**config.mk**
```make
export PLATFORM = sky130hd
export DESIGN_NAME = first_nios2_system_sysid_wait_timer
export DESIGN_NICKNAME = d
export VERILOG_FILES = /design/src/rtl/first_nios2_system_sysid_checker_pkg.sv /design/src/rtl/first_nios2_system_sysid_checker_wait_timer.sv
export SDC_FILE = /design/constraint.sdc
export NUM_CORES = 1
export LEC_CHECK = 0
export BUFFER_PORTS_ARGS = -buffer_cell sky130_fd_sc_hd__buf_2
export CORE_UTILIZATION = 45
export CTS_CLUSTER_SIZE = 14
export DETAILED_ROUTE_END_ITERATION = 12
export GPL_ROUTABILITY_DRIVEN = 0
export PLACE_DENSITY = 0.71
export SETUP_SLACK_MARGIN = 0.1
export SYNTH_ARGS = -nofsm -noshare
export SYNTH_HDL_FRONTEND = slang
export SYNTH_SLANG_ARGS = --single-unit
export TNS_END_PERCENT = 100
```
**constraint.sdc**
```tcl
create_clock -name clock -period 2.03 [get_ports clock]
set_input_delay 0.1015 -clock clock [delete_from_list [all_inputs] [get_ports clock]]
set_output_delay 0.1015 -clock clock [all_outputs]
set_load 0.02 [all_outputs]
```
**src/rtl/first_nios2_system_sysid_checker_pkg.sv**
```systemverilog
// Shared types and constants for the system-ID boot checker.
package first_nios2_system_sysid_checker_pkg;

   // Sequencer states: two reads, one compare, then back to idle.
   typedef enum logic [1:0] {
      IDLE  = 2'd0,
      RD_ID = 2'd1,
      RD_TS = 2'd2,
      CMP   = 2'd3
   } state_t;

   // Word selects on the sysid slave control port.
   localparam logic SYSID_WORD_ID = 1'b0;
   localparam logic SYSID_WORD_TS = 1'b1;

   // Build timestamp this image was generated with.
   localparam logic [31:0] DEFAULT_EXPECTED_TIMESTAMP = 32'd1363472126;

   // Width of the per-read wait-state counter.
   localparam int WAIT_W = 16;

endpackage

```
**src/rtl/first_nios2_system_sysid_checker_wait_timer.sv**
```systemverilog
// Counts consecutive wait-state cycles of one read and flags the cycle on
// which the stall budget is used up.
module first_nios2_system_sysid_wait_timer
   import first_nios2_system_sysid_checker_pkg::*;
#(
   parameter int unsigned LIMIT = 255
) (
   input  logic clock,
   input  logic reset,
   input  logic clear,
   input  logic enable,
   output logic expired
);

   logic [WAIT_W-1:0] count;

   // Clear wins over counting so every new read starts from zero.
   always_ff @(posedge clock) begin
      if (reset || clear) begin
         count <= '0;
      end else if (enable) begin
         count <= count + 1'b1;
      end
   end

   // The LIMIT-th stalled cycle is the last one tolerated.
   assign expired = enable && (count == WAIT_W'(LIMIT - 1));

endmodule

```
**After elaboration in Yosys (flattened, before gate mapping)**

Index checks and enable logic that the tools add are counted.

- Add/sub/neg operators: 1
- Reduce and logical (&&, ||, !) cells: 2
- Equal/unequal tests: 1

Operators by type and width:

| operator | count |
|---|---|
| $add 16x1->16 const B | 1 |
| $eq 16x8->1 const B | 1 |
| $logic_and 1x1->1 | 1 |
| $logic_or 1x1->1 | 1 |

- Output and inout port bits: 1
- Bits in registers: 16
- Word-level logic and storage cells: 5

**Logic depth before layout (Yosys ltp)**

- Depth in word-level cells: 2
- Mapped depth: 5
- Mapped depth without buffers: 5

**Least setup slack after synthesis**

No wires, ideal clock.

- Path kind: reg2out
- Start: register count[1]
- End: output port expired
- Path buffers: 0
- Stages on the path, launching flop included: 5
- Arrival time: 1469 ps
- Setup slack: 459 ps
- Cells stage by stage: dfxtp_1 > ha_1 > nor4b_1 > nand4_1 > nor4_1

- Cells in the longest elaborated chain, start to end: 2

RTL lines:

| element | RTL line | source |
|---|---|---|
| from (decl) | first_nios2_system_sysid_checker_wait_timer.sv:15 | `logic [WAIT_W-1:0] count;` |
| from (signal assigned) | first_nios2_system_sysid_checker_wait_timer.sv:22 | `count <= count + 1'b1;` |
| $eq 16x8->1 | first_nios2_system_sysid_checker_wait_timer.sv:27 | `assign expired = enable && (count == WAIT_W'(LIMIT - 1));` |
| $logic_and 1x1->1 | first_nios2_system_sysid_checker_wait_timer.sv:27 |  |
| to (decl) | first_nios2_system_sysid_checker_wait_timer.sv:12 | `output logic expired` |

No other way between the ends.

**Worst setup path in the final report**

- Start: register count[0]
- End: output port expired

The elaborated chain is that of the path after synthesis.

==> flow_summary.json <==
{
  "die_area_sq_um": 1860,
  "syn2layout_area_growth_pct": 9.51,
  "antennaDiodeCount": 0,
  "stdcell_area_sq_um": 836,
  "synth_top_family_by_area": "simple AND/OR/NAND/NOR gates",
  "period_needed_ns": 1.73,
  "start_kind": "flop",
  "ff2ff_path_depth": 4,
  "cap_violations": 0,
  "ys_warn_count": 0,
  "timing.rr.start": "count[8]$_SDFFE_PP0P_",
  "io_pins": 5,
  "grt_overflow": 0,
  "synthArstFlopShare_pct": 0,
  "peakVddDrop_v": 0.000495,
  "dp_hpwl_microns": 994,
  "final-hold-violation-count": 0,
  "placed_area_sq_um": 793,
  "reg_top3": "count: 16 flops",
  "crit_chain": "inv_1 > ha_1 > nor4b_2 > nand4_1 > nor4_1 > buf_2",
  "numClockSinks": 16,
  "cts-root-buf": "clkbuf_4",
  "start_util_pct": 49.5,
  "worstPathArrival_ns": 1.62,
  "synthSimpleGateAreaFrac_pct": 33.0,
  "htreeDepth": 1,
  "cp-end-kind": "primary output",
  "ys.flop_type": "dfxtp_1",
  "postCtsHoldBufs": 0,
  "synth.area.mux_share_pct": 0,
  "synth_top_area_share_pct": 42.0,
  "grt_pass1_wl_microns": 2500,
  "drv_slew": 0,
  "r2r_end": "count[15]$_SDFFE_PP0P_",
  "cts_inserted_buffers": 3,
  "status": "completed",
  "portBuffers": 4,
  "clk_path_buf_depth": 2,
  "drc": 0,
  "min_path_type": "in2reg",
  "rows": 14,
  "critical_path_class": "reg2out",
  "antenna_found_initial": 0,
  "drt-pass1-iter-count": 4,
  "avgRoutedWirePerCell_microns": 13.6,
  "rsz0062_at_grt": "false",
  "worst_slew_pin_slew_ns": 0.287,
  "fin_cells": 107,
  "period_share_pct": 85.0,
  "synthAdderAreaFrac_pct": 3.28,
  "holdWs_ns": 0.123,
  "ys_seq_area_share_pct": 42.0,
  "cp_slowest_cell": "dfxtp_1",
  "grt_start_max_net_pins": 17,
  "fmax_mhz": 579,
  "p_leak_nw": 0.293,
  "ant_nets": 0,
  "design.core.area_sq_um": 1540,
  "nets": 98,
  "yosys.cell_types.count": 27,
  "cts_tree": "built",
  "drive_gt1_share_pct": 16.5,
  "synth_xor_area_share_pct": 13.8,
  "netlist_area_sq_um": 763,
  "ys_ff_latch": 16,
  "finClkSkew_ns": 0.00972,
  "dp.cells": 103,
  "drt_iter0_drc": 13,
  "netlist_instances": 86,
  "clk_pin_slew_worst_paths_ns": 0.09,
  "fill_cells": 146,
  "wl_microns": 1450,
  "clock_latency_ns": 0.29,
  "grt_pass1_vias": 547,
  "regArea_sq_um": 320,
  "viasPerCell": 5.59,
  "synth_commonest_cells": "16 x dfxtp_1, 14 x nor2_1, 9 x xor2_1",
  "synth_compound_area_share_pct": 5.25,
  "worstHoldEndpoint": "count[1]$_SDFFE_PP0P_",
  "yosys.area.top_type": "dfxtp_1",
  "largest-register": "count",
  "multi_input_area_sq_um": 428,
  "synth.area.top_cells": "dfxtp_1 42%, xor2_1 10%, nor2_1 6.9%, nand4_1 4.9%, nand3_1 3.9%",
  "fin_setup_tns_ns": 0,
  "avgSynthCellArea_sq_um": 8.87,
  "synth.most_common_cell": "dfxtp_1",
  "power_density_nw_per_um2": 652,
  "worstHoldStart": "enable",
  "synth_edf_count": 0,
  "fp.dieW_microns": 43.2,
  "slowest_delay_ns": 0.37,
  "critPathRequiredTime_ns": 1.93,
  "whs_path_depth": 2,
  "grt_use_total_pct": 18.6,
  "synth.net_count": 92,
  "path_max_fanout": 5,
  "largest_reg_flops": 16,
  "num_vias": 598,
  "setup_viol": 0,
  "reg2reg_slack_ns": 0.37,
  "die_y_microns": 43.2,
  "final_util_pct": 54.2,
  "slew_headroom_pct": 80.9
}
worst max-delay path: cells and delay by family (launching register included):
kind | cells | cell delay (ns)
buffers and inverters | 2 | 0.29
flip-flops | 1 | 0.37
AND/OR/NAND/NOR | 3 | 0.52
adder cells (fa/ha/maj) | 1 | 0.16
layout by cell type (no fill, tap or decap):
cell type and n:
and3_2 1, buf_2 4, or4_1 1, nor4b_2 1, xor2_1 9, nor3_1 1
ha_1 2, nand3_2 1, dfxtp_1 16, inv_1 1, buf_4 1, and2_1 1
or2_2 1, nor2_1 14, or4_4 1, xnor2_1 3, nand2_1 3, o21ai_0 2
a21oi_1 3, nand4_2 1, nand3_1 6, a211oi_1 1, and4_1 3, nand4_1 6
nor4_1 1, clkbuf_4 3, or3_1 2, o31ai_1 1, clkbuf_8 1
report_power, final:
part / switching (mW) / total [mW] / internal [mW]
sequential: 0.00283 / 0.318 / 0.316
combinational: 0.0102 / 0.0173 / 0.00705
clock: 0.100 / 0.209 / 0.109
per-layer routing:
layer,GRT usage [%],vias up,share of wire [%]
met5,0,-,0
met4,7.27,0,1.1
met3,8.09,2,3.2
met2,28.1,9,47
met1,23.1,271,48
li1,-,316,-
stage by stage:
step	total power [mW]	worst slack, ns
floorplan	0.338	0.459
global placement	0.343	0.432
detailed placement	0.343	0.383
CTS	0.555	0.187
global route	0.577	0.209
finish	0.545	0.304
final cells by class:
type / count / share of cell area [%]
Sequential cell: 16 / 38.3
Multi-Input combinational cell: 65 / 51.2
Timing Repair Buffer: 5 / 3.29
Clock buffer: 4 / 4.34
Tap cell: 16 / 2.40
Inverter: 1 / 0.449
kinds of logic after synthesis:
logic type      count (synthesis)
buf+inv                         5
compound gates                  7
xor+xnor                       12
flops                          16
fa+ha+maj                       2
simple gates                   44
worst max-delay path by stage:
| stage | from | to | slack [ns] |
|---|---|---|---|
| after floorplan | count[1]$_SDFFE_PP0P_ | expired | 0.46 |
| after global placement | count[3]$_SDFFE_PP0P_ | count[15]$_SDFFE_PP0P_ | 0.43 |
| after detailed placement | count[2]$_SDFFE_PP0P_ | count[15]$_SDFFE_PP0P_ | 0.38 |
| after CTS | count[1]$_SDFFE_PP0P_ | expired | 0.19 |
| after global routing | count[0]$_SDFFE_PP0P_ | expired | 0.21 |
| final | count[0]$_SDFFE_PP0P_ | expired | 0.30 |
what timing repair did:
| item | in CTS | in global routing |
|---|---|---|
| buffers inserted | 0 | 0 |
| setup endpoints to repair | 0 | 1 |
| hold endpoints to repair | 0 | 0 |
| gates resized for setup | 0 | 1 |
No activity file was read; power rests on OpenSTA's default activity.
